--- src/rtl/addr_gen.sv ---
`default_nettype none
// ============================================================================
//  Module      : addr_gen
//  Description : 6502-style address generator. Selects a base (zero, AB, PC
//                or {DB,DR}), adds an offset (+0, +1, +IDX, -1), drives the
//                unregistered next address on AD and registers it onto AB.
//                It also maintains the program counter PC and the data latch
//                DR.
//  Ports       : clk, reset (sync, active-high), rdy, halt (state enables),
//                op[3:0] (base/offset select), DB, IDX (8-bit operands),
//                ld_pc, inc_pc (PC load control),
//                AB, AD, PC (AW-bit addresses), busy, pcross (status).
//  Config      : `define PAGE_FIX_EN adds the FIX state. Indexed adds that
//                cross a page then take one extra cycle to fix the high byte.
//  Revision    : 1.0 - initial release
// ============================================================================
module addr_gen #(
    parameter int              AW        = 16,
    parameter logic [AW-1:0]   RESET_VEC = AW'(16'hFFFC)
) (
    input  logic          clk,
    input  logic          reset,
    input  logic          rdy,
    input  logic          halt,
    input  logic [3:0]    op,
    input  logic [7:0]    DB,
    input  logic [7:0]    IDX,
    input  logic          ld_pc,
    input  logic          inc_pc,
    output logic [AW-1:0] AB,
    output logic [AW-1:0] AD,
    output logic [AW-1:0] PC,
    output logic          busy,
    output logic          pcross
);

    localparam logic [AW-1:0] c_PAGE_STEP = AW'(9'h100);

    logic [AW-1:0] r_ab;
    logic [AW-1:0] r_pc;
    logic [7:0]    r_dr;

    logic          w_en;
    logic [AW-1:0] w_base;
    logic [AW-1:0] w_off;
    logic [AW-1:0] w_sum;
    logic          w_carry8;

    assign w_en = rdy & ~halt;

    always_comb begin
        w_base = '0;
        case (op[3:2])
            2'b00:   w_base = '0;
            2'b01:   w_base = r_ab;
            2'b10:   w_base = r_pc;
            default: w_base = AW'({DB, r_dr});
        endcase
    end

    always_comb begin
        w_off = '0;
        case (op[1:0])
            2'b00:   w_off = '0;
            2'b01:   w_off = AW'(1'b1);
            2'b10:   w_off = AW'(IDX);
            default: w_off = '1;
        endcase
    end

    assign w_sum = w_base + w_off;

    // Carry into bit 8 recovered from the full-width sum: sum ^ a ^ b at bit 8.
    assign w_carry8 = w_sum[8] ^ w_base[8] ^ w_off[8];

    // For -1 the interesting event is a borrow out of the low byte, which
    // happens exactly when the low byte was zero.
    always_comb begin
        pcross = 1'b0;
        case (op[1:0])
            2'b00:   pcross = 1'b0;
            2'b11:   pcross = (w_base[7:0] == 8'h00);
            default: pcross = w_carry8;
        endcase
    end

    assign AB = r_ab;
    assign PC = r_pc;

`ifdef PAGE_FIX_EN
    localparam logic [0:0] c_IDLE = 1'b0;
    localparam logic [0:0] c_FIX  = 1'b1;

    logic [0:0] r_state;
    logic       w_fix;
    logic       w_page_fix;

    assign w_fix      = (r_state == c_FIX);
    assign w_page_fix = (op[1:0] == 2'b10) & pcross;
    assign busy       = w_fix;
    assign AD         = w_fix ? (r_ab + c_PAGE_STEP) : w_sum;

    always_ff @(posedge clk) begin
        if (reset) begin
            r_ab    <= RESET_VEC;
            r_pc    <= '0;
            r_dr    <= '0;
            r_state <= c_IDLE;
        end else if (w_en) begin
            r_dr <= DB;
            if (ld_pc && !w_fix) begin
                r_pc <= r_ab + AW'(inc_pc);
            end
            case (r_state)
                c_IDLE: begin
                    if (w_page_fix) begin
                        // Emit the uncorrected page first, fix the high byte next cycle.
                        r_ab    <= {w_base[AW-1:8], w_sum[7:0]};
                        r_state <= c_FIX;
                    end else begin
                        r_ab    <= w_sum;
                        r_state <= c_IDLE;
                    end
                end
                default: begin
                    r_ab    <= r_ab + c_PAGE_STEP;
                    r_state <= c_IDLE;
                end
            endcase
        end
    end
`else
    assign busy = 1'b0;
    assign AD   = w_sum;

    always_ff @(posedge clk) begin
        if (reset) begin
            r_ab <= RESET_VEC;
            r_pc <= '0;
            r_dr <= '0;
        end else if (w_en) begin
            r_dr <= DB;
            r_ab <= w_sum;
            if (ld_pc) begin
                r_pc <= r_ab + AW'(inc_pc);
            end
        end
    end
`endif

endmodule
`default_nettype wire

--- config.mk ---
export PLATFORM = sky130hd
export DESIGN_NAME = addr_gen
export DESIGN_NICKNAME = d
export VERILOG_FILES = /design/src/rtl/addr_gen.sv
export SDC_FILE = /design/constraint.sdc
export NUM_CORES = 1
export LEC_CHECK = 0
export ABC_AREA = 1
export BUFFER_PORTS_ARGS = -buffer_cell sky130_fd_sc_hd__buf_4
export CAP_MARGIN = 5
export CORE_UTILIZATION = 35
export CTS_CLUSTER_DIAMETER = 150
export DETAILED_ROUTE_END_ITERATION = 10
export PLACE_DENSITY_LB_ADDON = 0.08
export SLEW_MARGIN = 20
export SYNTH_ARGS = -nofsm -noshare
export SYNTH_HDL_FRONTEND = slang
export SYNTH_SLANG_ARGS = --single-unit
--- constraint.sdc ---
create_clock -name clk -period 6 [get_ports clk]
set_input_delay 1.5 -clock clk [delete_from_list [all_inputs] [get_ports clk]]
set_output_delay 1.5 -clock clk [all_outputs]
set_load 0.005 [all_outputs]
==> results.ini <==
[run_status]
status = complete, no violations

[drt]
wl_mm = 10.3
wl_per_cell_um = 13.8
drtIter0Drc = 149
vias_per_cell = 4.76
drc_errors = 0
dr.pass1.iters = 4
antenna_left = 0
num_vias = 3550

[floorplanning]
ioPinCount = 76
initial_core_util_pct = 36.3
rows = 35
core_um2 = 9280
dieArea_um2 = 10000
die_h_um = 100
die_w_um = 100

[synth]
synth_commonest_cells = nand2_1 (149), inv_1 (96), nand3_1 (41), a21oi_1 (40), dfxtp_1 (40)
synth_xor_area_share_pct = 3.63
synthMuxAreaShare_pct = 0
synth_edf_count = 0
synthSimpleGateAreaFrac_pct = 35.6
synth_cells = 550
synth_top_area_share_pct = 23.7
synth_top_family_by_area = simple AND/OR/NAND/NOR gates
async_flop_share_pct = 0
synth_seq_cells = 40
synthAdderAreaFrac_pct = 8.01
synth_compound_area_share_pct = 14.6
ys_seq_area_share_pct = 23.7
avgSynthCellArea_um2 = 6.14
yosysWarnings = 0
syn_nets = 597
netlist_area_um2 = 3370
yosys_most_used_dff = dfxtp_1
yosysTopAreaCell = dfxtp_1
synth_most_common_cell = nand2_1
synth.distinct_cells = 37
synth.area.top_cells = dfxtp_1 (24%), nand2_1 (17%), inv_1 (11%)

[hold_path]
hold_path_class = flip-flop to flip-flop
whs_path_depth = 2

[clock_network]
cts_made_buffers = 5
holdBufCountCts = 0
cts_max_path_buffers = 2
htree_levels = 2
clk_pin_slew_ns = 0.07
clock-sinks = 40
tritoncts = yes
ctsResizeCount = 0
cts_root_buffer = clkbuf_8
insertion_delay_ns = 0.29
cts_setup_buffers = 0

[job]
cap_violations = 0

[final_layout]
drive_gt1_share_pct = 17.0
finalNonFillerCells = 746
nNetsFinal = 663
diodes = 0
area_growth_pct = 21.8

[critical_path]
cp_max_fo = 11
crit_type = input pin to output port
reg2reg_depth = 13
crit_path_frequent_cell = nand2_1
end_kind = output port
cp_cell_sequence = buf_4 -> ha_1 -> clkinv_1 -> o211ai_1 -> ha_1 -> inv_1 -> fa_1 -> inv_1 -> nand4_1 -> nand2_1 -> nand2_1 -> nand2_1 -> nand2_1 -> and2_1 -> buf_4
crit_path_start_kind = input pin
slowest_delay_ns = 0.43
cp.arrival_ns = 3.88
cp.required_ns = 4.50
slowest_stage = fa_1

[placement]
port-buffer-count = 74
gp_congestion = 0.902
dp_hpwl_mm = 8.35
pre_cts_slack_ns = 0.588
dp.cells = 738

[global_routing]
track_usage_pct = 20.8
overflow = 0
antenna_found_initial = 0
grt_pass1_vias = 3394
grt_max_degree = 28
grt_pass1_wl_mm = 16.3

[sta]
fin_crit_ns = 5.38
slew_violations = 0
period_share_pct = 89.7
max_freq_mhz = 186
setup_slack_ns = 0.619
setup_viol = 0
finalHoldViolations = 0
worstMarginPinSlew_ns = 0.756
tns_ns = 0
worst_hold_slack_ns = 0.459
rsz0062_at_grt = false
finClkSkew_ns = 0.0100
slew_headroom_pct = 49.5

[power_and_ir_drop]
ir_drop_uv = 97.7
p_leak_nw = 2.30
power_density_nw_per_um2 = 203

## cell families after synthesis
logic type,after synthesis
AO/OA/AOI/OAI,88
XOR/XNOR,14
adder cells (fa/ha/maj),21
buffers and inverters,118
flip-flops,40
other,1
AND/OR/NAND/NOR,268
## layout make-up
class	count	area, um2
tap	129	161
inverter	102	385
clock inverter	2	35.0
fill	1029	5170
clock buffer	6	72.6
timing repair buffer	75	563
multi-input combinational	392	2090
sequential	40	801
## per-stage QoR
| step | total power, mW | util (%) | area [um2] |
|---|---|---|---|
| 6_report | 0.834 | 44.3 | 4110 |
| 3_3_place_gp | 0.617 | 43.1 | 4000 |
| 5_1_grt | 0.890 | 44.3 | 4110 |
| 2_1_floorplan | 0.494 | - | 3370 |
| 4_1_cts | 0.842 | 44.3 | 4110 |
| 3_5_place_dp | 0.620 | 43.1 | 4000 |
## cells in the final DEF (no fill, tap or decap), drive strengths merged
master / synthesis / final
a21oi: 40 / 40
and2: 7 / 7
buf: 9 / 75
bufinv: 0 / 1
clkbuf: 7 / 6
clkinv: 1 / 2
conb: 1 / 1
dfxtp: 40 / 40
fa: 1 / 1
ha: 20 / 20
inv: 101 / 101
nand2: 155 / 155
nand3: 46 / 46
nand4: 10 / 10
nor2: 44 / 44
nor3: 5 / 5
o211ai: 12 / 12
o21a: 1 / 1
o21ai: 29 / 29
o21bai: 1 / 1
o221ai: 1 / 1
o22ai: 4 / 4
or2: 1 / 1
xnor2: 3 / 3
xor2: 11 / 11
## sequential cells by signal, indices dropped and copies added (netlist names)
signal,count
r_dr,8
AB,16
PC,16
## final timing paths
path / endpoint / slack [ns] / startpoint
setup reg to reg: AB[6]$_SDFFE_PP1P_ / 3.66 / PC[0]$_SDFFE_PP0P_
hold / removal: r_dr[7]$_SDFFE_PP0P_ / 0.46 / r_dr[7]$_SDFFE_PP0P_
setup / recovery: AD[14] / 0.62 / op[1]
hold reg to reg: r_dr[7]$_SDFFE_PP0P_ / 0.46 / r_dr[7]$_SDFFE_PP0P_
## power by group
group,switching [mW],total [mW],internal (mW)
Combinational,0.177,0.309,0.132
Clock,0.0973,0.221,0.124
Sequential,0.0215,0.305,0.283
Total,0.296,0.834,0.539
## critical path, delay by kind of cell
family | cells | cell delay (ns)
buf+inv | 5 | 0.56
simple gates | 6 | 0.62
compound gates | 1 | 0.12
fa+ha+maj | 3 | 1.07
## metal layers
layer	track usage [%]	vias up	wire length [um]
li1	-	1873	-
met1	27.1	1592	4910
met2	36.4	74	4810
met3	2.37	11	439
met4	5.46	0	144
met5	0	-	0
No activity file was read; power rests on OpenSTA's default activity.
